===== config.mk =====
export PLATFORM = sky130hd
export DESIGN_NAME = seq_detect_fsm
export DESIGN_NICKNAME = d
export VERILOG_FILES = /design/src/rtl/seq_detect_fsm.sv
export SDC_FILE = /design/constraint.sdc
export NUM_CORES = 1
export LEC_CHECK = 0
export BUFFER_PORTS_ARGS = -buffer_cell sky130_fd_sc_hd__buf_2
export CAP_MARGIN = 25
export CORE_UTILIZATION = 45
export CTS_CLUSTER_SIZE = 28
export DETAILED_ROUTE_END_ITERATION = 16
export PLACE_DENSITY = 0.78
export SLEW_MARGIN = 20
export SYNTH_ARGS = -nofsm -noshare
export SYNTH_HDL_FRONTEND = slang
export SYNTH_SLANG_ARGS = --single-unit

===== constraint.sdc =====
create_clock -name clk -period 2.5 [get_ports clk]
set_input_delay 0.25 -clock clk [delete_from_list [all_inputs] [get_ports clk]]
set_output_delay 0.25 -clock clk [all_outputs]
set_load 0.005 [all_outputs]

===== src/rtl/seq_detect_fsm.sv =====
// seq_detect_fsm: registered serial sequence detector with a programmable
// pattern, selectable overlap and a saturating match counter.
// The prefix-match transition table is derived from PATTERN at elaboration
// time, so the run-time logic is only a table lookup plus a counter.

module seq_detect_fsm #(
    parameter int             PAT_W   = 4,
    parameter logic [PAT_W-1:0] PATTERN = 4'b1011,
    parameter bit             OVERLAP = 1'b1,
    parameter int             CNT_W   = 8,
    localparam int            ST_W    = $clog2(PAT_W + 1)
) (
    input  logic             clk,
    input  logic             rst,
    input  logic             en,
    input  logic             x,
    input  logic             clear,
    output logic             match,
    output logic [ST_W-1:0]  state,
    output logic [CNT_W-1:0] match_count,
    output logic [1:0]       y
);

    // Status encoding presented on y.
    typedef enum logic [1:0] {
        STAT_EMPTY   = 2'b00,
        STAT_PARTIAL = 2'b01,
        STAT_MATCH   = 2'b10,
        STAT_SAT     = 2'b11
    } status_e;

    // Table covers every encodable state value so the lookup index width
    // matches exactly; unreachable encodings fall back to the empty state.
    localparam int TAB_N = 1 << ST_W;

    // Longest k <= s+1 such that (first s pattern bits followed by b) ends
    // with the first k pattern bits. PATTERN[PAT_W-1] is the first bit.
    function automatic logic [ST_W-1:0] kmp_next(input int s, input logic b);
        logic [ST_W-1:0] best;
        logic            ok;
        logic            tbit;
        int              ti;
        best = {ST_W{1'b0}};
        for (int k = 1; k <= PAT_W; k++) begin
            if (k <= s + 1) begin
                ok = 1'b1;
                for (int j = 0; j < k; j++) begin
                    ti = s + 1 - k + j;
                    if (ti == s) begin
                        tbit = b;
                    end else begin
                        tbit = PATTERN[PAT_W - 1 - ti];
                    end
                    if (tbit != PATTERN[PAT_W - 1 - j]) begin
                        ok = 1'b0;
                    end
                end
                if (ok) begin
                    best = ST_W'(k);
                end
            end
        end
        return best;
    endfunction

    // Longest proper border of PATTERN: the prefix already matched once a
    // full pattern has been seen and overlapping matches are allowed.
    function automatic logic [ST_W-1:0] border_len();
        logic [ST_W-1:0] best;
        logic            ok;
        best = {ST_W{1'b0}};
        for (int k = 1; k < PAT_W; k++) begin
            ok = 1'b1;
            for (int j = 0; j < k; j++) begin
                if (PATTERN[PAT_W - 1 - j] != PATTERN[k - 1 - j]) begin
                    ok = 1'b0;
                end
            end
            if (ok) begin
                best = ST_W'(k);
            end
        end
        return best;
    endfunction

    localparam logic [ST_W-1:0] BORDER   = border_len();
    localparam logic [ST_W-1:0] FULL_LEN = ST_W'(PAT_W);

    logic [ST_W-1:0]  nxt0_s [TAB_N];
    logic [ST_W-1:0]  nxt1_s [TAB_N];

    logic [ST_W-1:0]  state_q;
    logic [ST_W-1:0]  state_d;
    logic             match_q;
    logic             match_d;
    logic [CNT_W-1:0] count_q;
    logic [CNT_W-1:0] count_d;

    logic [ST_W-1:0]  prefix_s;
    logic             count_sat_s;
    status_e          status_s;

    // Elaboration-time transition tables, one per input bit value.
    for (genvar gs = 0; gs < TAB_N; gs++) begin : g_tab
        if (gs < PAT_W) begin : g_live
            assign nxt0_s[gs] = kmp_next(gs, 1'b0);
            assign nxt1_s[gs] = kmp_next(gs, 1'b1);
        end else begin : g_unreach
            assign nxt0_s[gs] = {ST_W{1'b0}};
            assign nxt1_s[gs] = {ST_W{1'b0}};
        end
    end

    assign count_sat_s = (count_q == {CNT_W{1'b1}});

    // Prefix length reached if the current input bit were accepted.
    always_comb begin
        prefix_s = {ST_W{1'b0}};
        if (x) begin
            prefix_s = nxt1_s[state_q];
        end else begin
            prefix_s = nxt0_s[state_q];
        end
    end

    // Next-state, match pulse and counter update with clear > en > hold.
    always_comb begin
        state_d = state_q;
        match_d = 1'b0;
        count_d = count_q;
        if (clear) begin
            state_d = {ST_W{1'b0}};
            count_d = {CNT_W{1'b0}};
        end else if (en) begin
            if (prefix_s == FULL_LEN) begin
                match_d = 1'b1;
                if (count_sat_s) begin
                    count_d = count_q;
                end else begin
                    count_d = count_q + CNT_W'(1);
                end
                if (OVERLAP) begin
                    state_d = BORDER;
                end else begin
                    state_d = {ST_W{1'b0}};
                end
            end else begin
                state_d = prefix_s;
            end
        end else begin
            state_d = state_q;
            count_d = count_q;
        end
    end

    // State, match pulse and counter registers; reset clears them at once.
    always_ff @(posedge clk or posedge rst) begin
        if (rst) begin
            state_q <= {ST_W{1'b0}};
            match_q <= 1'b0;
            count_q <= {CNT_W{1'b0}};
        end else begin
            state_q <= state_d;
            match_q <= match_d;
            count_q <= count_d;
        end
    end

    // Status priority: match, then saturated counter, then partial prefix.
    always_comb begin
        status_s = STAT_EMPTY;
        if (match_q) begin
            status_s = STAT_MATCH;
        end else if (count_sat_s) begin
            status_s = STAT_SAT;
        end else if (state_q != {ST_W{1'b0}}) begin
            status_s = STAT_PARTIAL;
        end else begin
            status_s = STAT_EMPTY;
        end
    end

    assign match       = match_q;
    assign state       = state_q;
    assign match_count = count_q;
    assign y           = status_s;

    seq_detect_fsm_chk #(
        .PAT_W (PAT_W),
        .CNT_W (CNT_W),
        .ST_W  (ST_W)
    ) u_chk (
        .clk         (clk),
        .rst         (rst),
        .match       (match_q),
        .state       (state_q),
        .match_count (count_q),
        .y           (y)
    );

endmodule

// seq_detect_fsm_chk: structural invariants of the detector outputs.
module seq_detect_fsm_chk #(
    parameter int PAT_W = 4,
    parameter int CNT_W = 8,
    parameter int ST_W  = 3
) (
    input logic             clk,
    input logic             rst,
    input logic             match,
    input logic [ST_W-1:0]  state,
    input logic [CNT_W-1:0] match_count,
    input logic [1:0]       y
);

    // A full-length prefix is always consumed in the same step.
    a_state_range : assert property (@(posedge clk) disable iff (rst)
        state < ST_W'(PAT_W));

    // The match pulse always wins the status encoding.
    a_match_status : assert property (@(posedge clk) disable iff (rst)
        match |-> (y == 2'b10));

    // Saturated status only appears with a full counter.
    a_sat_status : assert property (@(posedge clk) disable iff (rst)
        (y == 2'b11) |-> (match_count == {CNT_W{1'b1}}));

endmodule

==> metrics.md, run 1 <==
| Metric | Value |
|---|---|
| # setup viols final | 0 |
| Gate power share | 5.5% |
| Cell Pwr Density | 484 nW/um2 |
| Via count normalized by instance count | 5.46 |
| Grt total ovfl | 0 |
| Clk root buf | sky130_fd_sc_hd__clkbuf_4 |
| Slew headroom | 68.6% |
| Top cell type by total area after synthesis | sky130_fd_sc_hd__dfrtp_1 |
| Leading cell types by total area after synthesis | sky130_fd_sc_hd__dfrtp_1, sky130_fd_sc_hd__a21oi_1, sky130_fd_sc_hd__nand2b_1, sky130_fd_sc_hd__o31ai_1, sky130_fd_sc_hd__or4_1 |
| Transition time at the pin with the least slew margin | 0.469 ns |
| Detailed placement HPWL | 833 um |
| Die outline area | 1530 um2 |
| Largest net degree at the start of global routing | 13 |
| Starting utilization of the core area | 48.2% |
| First-pass DRT Iterations | 4 |
| Worst vdd rail ir drop | 0.451 mV |
| Critical path buffer and inverter count | 1 |
| Worst Hold Class | in2reg |
| #FFs+latches synth | 12 |
| CP required | 2.25 ns |
| Setup Skew | 0.00104 ns |
| Diodes inserted | 0 |
| Result of the run | completed |
| Internal power | 292 uW |
| Post-synthesis instance total | 63 |
| Mean area per synthesized cell | 9.83 um2 |
| Setup repair after global routing missed its margin | false |
| Cell area after layout | 759 um2 |
| CTS H-tree depth | 1 |
| Clk sinks | 12 |
| Most common library cell in the layout ignoring fill and taps | sky130_fd_sc_hd__buf_2 |
| Library cells used by synthesis | 25 |
| Crit path max-delay cell type | sky130_fd_sc_hd__dfrtp_1 |
| Non-filler instance count after layout | 99 |
| Number of gates given a new drive strength after cts | 0 |
| Count of final max-slew check failures | 0 |
| Routed wire length | 1.13 mm |
| Psw | 75.4 uW |
| Reg clk slew, reported paths | 0.07 ns |
| Count of filler cells inserted in the layout | 124 |
| I/O pins | 19 |
| Cell family contributing the most delay on the critical path | simple AND/OR/NAND/NOR gates |
| Number of enable-type register cells in the synthesized netlist | 0 |
| Share of synthesized flip-flops with an asynchronous set or reset | 100% |
| Leakage power of the design | 0.000374 uW |
| Synthesized net count | 69 |
| Fraction of power consumed by the clock network | 40.8% |
| Maximum buffer depth of the clock tree | 2 |
| Area used by sequential logic in the layout | 300 um2 |
| TritonCTS Buffers | 3 |
| Initial antenna violation count | 0 |
| Routed vias | 541 |
| Warnings from Yosys | 0 |
| Total instance count after detailed placement | 94 |
| Data arrival, critical path | 1.60 ns |
| Top achievable clock speed | 541 MHz |
| Die Span X | 39.1 um |
| Number of design-rule violations left by the first detailed-router iteration | 4 |
| Max-cap check violation count | 0 |
| Area post-placement | 713 um2 |
| Number of global-route vias before repair | 423 |
| Ordered list of cells on the worst path | ha_1, nand3_1, or2_2, a21oi_1, buf_2 |
| Commonest non-fill, non-tap cells in the layout | sky130_fd_sc_hd__buf_2, sky130_fd_sc_hd__dfrtp_1, sky130_fd_sc_hd__a21oi_1 |
| Number of cell rows | 13 |
| Global Route Usage Sum | 18.1% |
| Top fanout value on the critical path | 4 |
| Area used by multi-input combinational logic | 300 um2 |
| Final TNS setup | 0 ns |
| Crit share post-route | 74.0% |
| Nets | 91 |
| Delay of the slowest cell on the worst path | 0.41 ns |
| Syn-to-layout area delta | 22.6% |
| Cell area after technology mapping | 619 um2 |
| Total count of hold-check failures in the final report | 0 |
| Sequential cell fraction of total power | 53.7% |
| Clock insertion delay at the later pin of the skew report | 0.27 ns |
| Area share of the largest cell type after synthesis | 48.5% |
| Clock tree from TritonCTS | done |
| Net switching fraction of the power | 20.5% |
| Fraction of final layout cells with drive strength greater than 1 | 29.8% |
| Detail-routed net length per standard cell | 11.4 um |
| Die Span Y | 39.1 um |
| Main synth FF type | sky130_fd_sc_hd__dfrtp_1 |
| Share of the yosys chip area belonging to registers | 48.5% |
| Post-DRT Antenna Nets | 0 |
| DR DRC count | 0 |
| Global-route wire length before repair | 1.80 mm |
| Clock period minus worst slack | 1.85 ns |
| Global placement routability congestion | 0.747 |
| Core Area | 1280 um2 |
| Launching element type of the critical path | flop |
| Buffers added on ports | 18 |
| Critical path endpoint category | primary output |
| Path type of the worst setup path | reg2out |
[worst paths after layout]
kind	startpoint	endpoint	slack, ns	cells past startpoint
max	match_count[0]$_DFFE_PP0P_	y[0]	0.65	5
max in group asynchronous	rst	match_count[6]$_DFFE_PP0P_	1.68	3
min reg2reg	match_count[6]$_DFFE_PP0P_	match_count[6]$_DFFE_PP0P_	0.58	2
min	en	state[2]$_DFFE_PP0P_	0.21	2
min in group asynchronous	rst	match_count[1]$_DFFE_PP0P_	0.52	3
max reg2reg	match_count[0]$_DFFE_PP0P_	match_count[7]$_DFFE_PP0P_	0.72	5
[routing by layer]
layer | wire length (um) | global-route usage, %
met4 | 0 | 5.17
met5 | 0 | 0
met3 | 55 | 8.67
met1 | 571 | 23.4
met2 | 502 | 26.7
[power by group through the flow]
stage	logic, uW	clock network (uW)	registers (uW)
detailed placement	19.4	0	201
global placement	19.2	0	201
CTS	20.6	155	197
finish	20.1	150	197
floorplan	10.1	0	201
global route	23.0	162	198
[synth_stat cells, types with 2 or more instances]
cell and n:
sky130_fd_sc_hd__nand2b_1 4, sky130_fd_sc_hd__nand2_1 5, sky130_fd_sc_hd__o21ai_0 2, sky130_fd_sc_hd__a21oi_1 8
sky130_fd_sc_hd__xor2_1 2, sky130_fd_sc_hd__o31ai_1 3, sky130_fd_sc_hd__or3_1 2, sky130_fd_sc_hd__nor2_1 4
sky130_fd_sc_hd__nand3_1 4, sky130_fd_sc_hd__dfrtp_1 12, sky130_fd_sc_hd__or4_1 3
[cell families (layout without fill, tap and decap cells)]
logic type / Yosys count / count (layout) / synth area share (%)
and+or+nand+nor: 28 / 28 / 25.9
AOI/OAI and AO/OA: 16 / 16 / 16.2
DFF: 12 / 12 / 48.5
buffers and inverters: 3 / 24 / 3.03
xor gates and xnor gates: 2 / 2 / 2.83
adders and majority gates: 1 / 1 / 2.02
muxes: 1 / 1 / 1.62
[layout make-up]
class                           count  share of cell area (%)
Tap cell                           15                    2.47
Timing Repair Buffer               19                    13.2
Sequential cell                    12                    39.5
Inverter                            1                   0.494
Clock buffer                        4                    4.78
Multi-Input combinational cell     48                    39.5
[through the flow]
stage          total power (uW)  util (%)  setup WS [ns]  hold slack, ns
2_1_floorplan               211         -          0.888           0.115
3_3_place_gp                220      55.5          0.805           0.281
3_5_place_dp                221      55.5          0.726           0.277
4_1_cts                     372      59.1          0.632           0.192
5_1_grt                     382      59.1          0.557           0.210
6_report                    367      59.1          0.651           0.206
[registers in the layout, summed over array words and instances (netlist names)]
register and flops:
match_count 8, match 1, state 3
[timing repair]
item                      4_1_cts  5_1_grt
buffers inserted                0        0
hold endpoints to repair       12        0
hold buffers                    1        0
[worst reg2reg max path, stage by stage (launching register included)]
cell and delay (ns):
sky130_fd_sc_hd__dfrtp_1 0.42, sky130_fd_sc_hd__ha_1 0.26, sky130_fd_sc_hd__nand3_1 0.14, sky130_fd_sc_hd__o211ai_2 0.22, sky130_fd_sc_hd__or4_1 0.53, sky130_fd_sc_hd__a21oi_1 0.15
(Power assumes the default switching activity.)
==> inputs of run 2 (changes only) <==
--- a/config.mk
+++ b/config.mk
@@ -5,12 +5,13 @@
 export SDC_FILE = /design/constraint.sdc
 export NUM_CORES = 1
 export LEC_CHECK = 0
+export ABC_AREA = 1
 export BUFFER_PORTS_ARGS = -buffer_cell sky130_fd_sc_hd__buf_2
 export CAP_MARGIN = 25
 export CORE_UTILIZATION = 45
 export CTS_CLUSTER_SIZE = 28
 export DETAILED_ROUTE_END_ITERATION = 16
-export PLACE_DENSITY = 0.78
+export PLACE_DENSITY = 0.77
 export SLEW_MARGIN = 20
 export SYNTH_ARGS = -nofsm -noshare
 export SYNTH_HDL_FRONTEND = slang
==> constraint.sdc (replaced) <==
create_clock -name clk -period 1.91 [get_ports clk]
set_input_delay 0.191 -clock clk [delete_from_list [all_inputs] [get_ports clk]]
set_output_delay 0.191 -clock clk [all_outputs]
set_load 0.005 [all_outputs]
==> run 2 against run 1 <==
Wire length increased by 30%. Via count up 22%. Final cell count grew 31%. Combinational power grew 83%. Synthesized cell count up 46%. Die area increased by 11%. Worst setup slack got worse by 0.42 ns. Final area increased by 11%. Sequential share of layout area decreased by 4.0 points. Global-route usage is 2.5 points higher. Clock skew is essentially flat.
==> metrics.md, run 2 <==
| Metric | Value |
|---|---|
| Global-route met2 utilization | 33.2% (was 26.7%) |
| Top fanout value on the critical path | 4 (unchanged) |
| Number of gates given a new drive strength after cts | 0 (unchanged) |
| Detail-routed net length per standard cell | 11.3 um (was 11.4 um) |
| Detailed placement HPWL | 1.10 mm (was 833 um) |
| Setup repair after global routing missed its margin | false (unchanged) |
| Ordered list of cells on the worst path | ha_1, inv_1, nor2_4, nand2_2, a41oi_1, buf_2 (was ha_1, nand3_1, or2_2, a21oi_1, buf_2) |
| Final Power | 499 uW (was 367 uW) |
| Clock insertion delay at the later pin of the skew report | 0.27 ns (about the same) |
| #FFs+latches synth | 12 (unchanged) |
| Largest net degree at the start of global routing | 13 (unchanged) |
| Net switching fraction of the power | 22.8% (was 20.5%) |
| Die Span Y | 41.2 um (was 39.1 um) |
| # setup viols final | 0 (unchanged) |
| Cell area after technology mapping | 691 um2 (was 619 um2) |
| Cell area after layout | 846 um2 (was 759 um2) |
| Die outline area | 1700 um2 (was 1530 um2) |
| Leading cell types by total area after synthesis | sky130_fd_sc_hd__dfrtp_1, sky130_fd_sc_hd__nand2_1, sky130_fd_sc_hd__nand3_1, sky130_fd_sc_hd__inv_1, sky130_fd_sc_hd__nor2_1 (was sky130_fd_sc_hd__dfrtp_1, sky130_fd_sc_hd__a21oi_1, sky130_fd_sc_hd__nand2b_1, sky130_fd_sc_hd__o31ai_1, sky130_fd_sc_hd__or4_1) |
| Internal power | 385 uW (was 292 uW) |
| Share of the yosys chip area belonging to registers | 43.5% (was 48.5%) |
| Max-cap check violation count | 0 (unchanged) |
| Warnings from Yosys | 0 (unchanged) |
| Cell Pwr Density | 589 nW/um2 (was 484 nW/um2) |
| Slew headroom | 70.7% (was 68.6%) |
| Critical path buffer and inverter count | 2 (was 1) |
| Launching element type of the critical path | flop (unchanged) |
| Main synth FF type | sky130_fd_sc_hd__dfrtp_1 (unchanged) |
| Routed vias | 662 (was 541) |
| Data arrival, critical path | 1.48 ns (was 1.60 ns) |
| First-pass DRT Iterations | 4 (unchanged) |
| Diodes inserted | 0 (unchanged) |
| Transition time at the pin with the least slew margin | 0.439 ns (was 0.469 ns) |
| Top achievable clock speed | 597 MHz |
| Most numerous cell in the Yosys netlist | sky130_fd_sc_hd__nand2_1 (was sky130_fd_sc_hd__dfrtp_1) |
| Setup Skew | 0.00140 ns (was 0.00104 ns) |
| Fraction of met1 tracks used by global routing | 25.8% (was 23.4%) |
| Mean area per synthesized cell | 7.51 um2 (was 9.83 um2) |
| CTS H-tree depth | 1 (unchanged) |
| Clock period minus worst slack | 1.68 ns |
| Commonest non-fill, non-tap cells in the layout | sky130_fd_sc_hd__nand2_1, sky130_fd_sc_hd__buf_2, sky130_fd_sc_hd__dfrtp_1 (was sky130_fd_sc_hd__buf_2, sky130_fd_sc_hd__dfrtp_1, sky130_fd_sc_hd__a21oi_1) |
| Layer with the highest usage | met2 (unchanged) |
| Maximum buffer depth of the clock tree | 2 (unchanged) |
| Post-DRT Antenna Nets | 0 (unchanged) |
| Fraction of power consumed by the clock network | 40.9% (was 40.8%) |
| Buffers added on ports | 18 (unchanged) |
| Global placement routability congestion | 0.896 (was 0.747) |
| Clock tree from TritonCTS | done (unchanged) |
| Count of final max-slew check failures | 0 (unchanged) |
| Total count of hold-check failures in the final report | 0 (unchanged) |
| I/O pins | 19 (unchanged) |
| CP required | 1.72 ns (was 2.25 ns) |
| Area used by sequential logic in the layout | 300 um2 (unchanged) |
| Area used by multi-input combinational logic | 329 um2 (was 300 um2) |
| Path type of the worst setup path | reg2out (unchanged) |
| Global Route Usage Sum | 20.6% (was 18.1%) |
| Starting utilization of the core area | 50.5% (was 48.2%) |
| Crit share post-route | 87.7% |
| Crit path max-delay cell type | sky130_fd_sc_hd__dfrtp_1 (unchanged) |
| TritonCTS Buffers | 3 (unchanged) |
| Critical path endpoint category | primary output (unchanged) |
| Library cells used by synthesis | 22 (was 25) |
| Met3 track demand over resource | 3.26% (was 8.67%) |
| Area share of the largest cell type after synthesis | 43.5% (was 48.5%) |
| Share of synthesized flip-flops with an asynchronous set or reset | 100% (unchanged) |
| Sequential cell fraction of total power | 51.7% (was 53.7%) |
| Number of enable-type register cells in the synthesized netlist | 0 (unchanged) |
| Fraction of final layout cells with drive strength greater than 1 | 28.7% (was 29.8%) |
| Synthesized net count | 98 (was 69) |
| Syn-to-layout area delta | 22.5% (was 22.6%) |
| Most common library cell in the layout ignoring fill and taps | sky130_fd_sc_hd__nand2_1 (was sky130_fd_sc_hd__buf_2) |
| Clk root buf | sky130_fd_sc_hd__clkbuf_4 (unchanged) |
| Number of global-route vias before repair | 539 (was 423) |
| Top cell type by total area after synthesis | sky130_fd_sc_hd__dfrtp_1 (unchanged) |
| Die Span X | 41.2 um (was 39.1 um) |
| Psw | 114 uW (was 75.4 uW) |
| Number of cell rows | 13 (unchanged) |
| Area post-placement | 800 um2 (was 713 um2) |
| Core Area | 1370 um2 (was 1280 um2) |
| Global-route wire length before repair | 2.20 mm (was 1.80 mm) |
| Leakage power of the design | 0.000475 uW (was 0.000374 uW) |
| Cell family contributing the most delay on the critical path | flip-flops (was simple AND/OR/NAND/NOR gates) |
| Number of design-rule violations left by the first detailed-router iteration | 10 (was 4) |
| Initial antenna violation count | 0 (unchanged) |
| Routed wire length | 1.47 mm (was 1.13 mm) |
| Post-synth top cells | sky130_fd_sc_hd__nand2_1, sky130_fd_sc_hd__dfrtp_1, sky130_fd_sc_hd__inv_1, sky130_fd_sc_hd__nand3_1, sky130_fd_sc_hd__nor2_1 (was sky130_fd_sc_hd__dfrtp_1, sky130_fd_sc_hd__a21oi_1, sky130_fd_sc_hd__nand2_1) |
| Grt total ovfl | 0 (unchanged) |
| Number of flip-flops in the largest register | 8 (unchanged) |
| Reg clk slew, reported paths | 0.08 ns (was 0.07 ns) |
| Delay of the slowest cell on the worst path | 0.39 ns (was 0.41 ns) |
| Result of the run | completed (unchanged) |
| Gate power share | 7.4% (was 5.5%) |
| Via count normalized by instance count | 5.09 (was 5.46) |
| Final TNS setup | 0 ns (unchanged) |
| Nets | 122 (was 91) |
| DR DRC count | 0 (unchanged) |
| Worst vdd rail ir drop | 0.431 mV (was 0.451 mV) |
| Worst Hold Class | in2reg (unchanged) |
| Count of filler cells inserted in the layout | 123 (was 124) |
| Post-synthesis instance total | 92 (was 63) |
| Clk sinks | 12 (unchanged) |
==> run 2: cell count changes after synthesis, moves of 3 or more <==
cell,delta
sky130_fd_sc_hd__inv_1,+10
sky130_fd_sc_hd__nor2_1,+6
sky130_fd_sc_hd__a21oi_1,-7
sky130_fd_sc_hd__or4_1,-3
sky130_fd_sc_hd__nand2_1,+20
sky130_fd_sc_hd__nand3_1,+6
sky130_fd_sc_hd__o31ai_1,-3
sky130_fd_sc_hd__inv_2,+3
sky130_fd_sc_hd__nand2b_1,-4
==> run 2: layout make-up <==
type	instances	area share, %
well taps	15	2.22
multi-input cells	65	38.9
inverters	15	7.25
clock buffers	4	4.29
repair buffers	19	11.8
flip-flops and latches	12	35.5
==> run 2: cell families after synthesis <==
| logic type | synth area share (%) |
|---|---|
| xor gates and xnor gates | 2.54 |
| and+or+nand+nor | 38.2 |
| adders and majority gates | 1.81 |
| DFF | 43.5 |
| AOI/OAI and AO/OA | 5.07 |
| buffers and inverters | 8.88 |
==> run 2: power groups by stage <==
stage | combinational [uW] | clock (uW) | sequential (uW)
2_1_floorplan | 20.1 | 0 | 263
3_3_place_gp | 34.3 | 0 | 263
3_5_place_dp | 34.8 | 0 | 263
4_1_cts | 36.6 | 210 | 258
5_1_grt | 42.0 | 217 | 258
6_report | 36.7 | 204 | 258
==> run 2: path summary, 6_finish.rpt <==
check                                            from                          to  slack [ns]  cells after the start
hold reg to reg            match_count[1]$_DFFE_PP0P_  match_count[1]$_DFFE_PP0P_        0.53                      2
setup reg to reg           match_count[0]$_DFFE_PP0P_  match_count[4]$_DFFE_PP0P_        0.57                      9
setup / recovery           match_count[0]$_DFFE_PP0P_                        y[0]        0.23                      6
max in group asynchronous                         rst             match$_DFF_PP0_        1.16                      3
hold / removal                                  clear             match$_DFF_PP0_        0.15                      2
min in group asynchronous                         rst  match_count[0]$_DFFE_PP0P_        0.45                      3
==> run 2: timing repair <==
item | 4_1_cts | 5_1_grt
buffers inserted | 0 | 0
hold buffers | 1 | 0
hold endpoints to repair | 12 | 0
==> run 2: metrics by stage <==
step | setup WS [ns] | hold slack [ns] | instances | util, %
final | 0.235 | 0.146 | 130 | 61.9
after global routing | 0.105 | 0.136 | 130 | 61.9
after CTS | 0.217 | 0.131 | 130 | 61.9
after detailed placement | 0.516 | 0.226 | 125 | 58.5
after global placement | 0.577 | 0.221 | 125 | 58.5
after floorplan | 0.637 | 0.0557 | 92 | -
==> run 2: metal layers <==
metal | share of wire (%) | wire length, um
met1 | 49 | 712
met2 | 46 | 677
met3 | 3.4 | 50
met4 | 1.8 | 27
met5 | 0 | 0
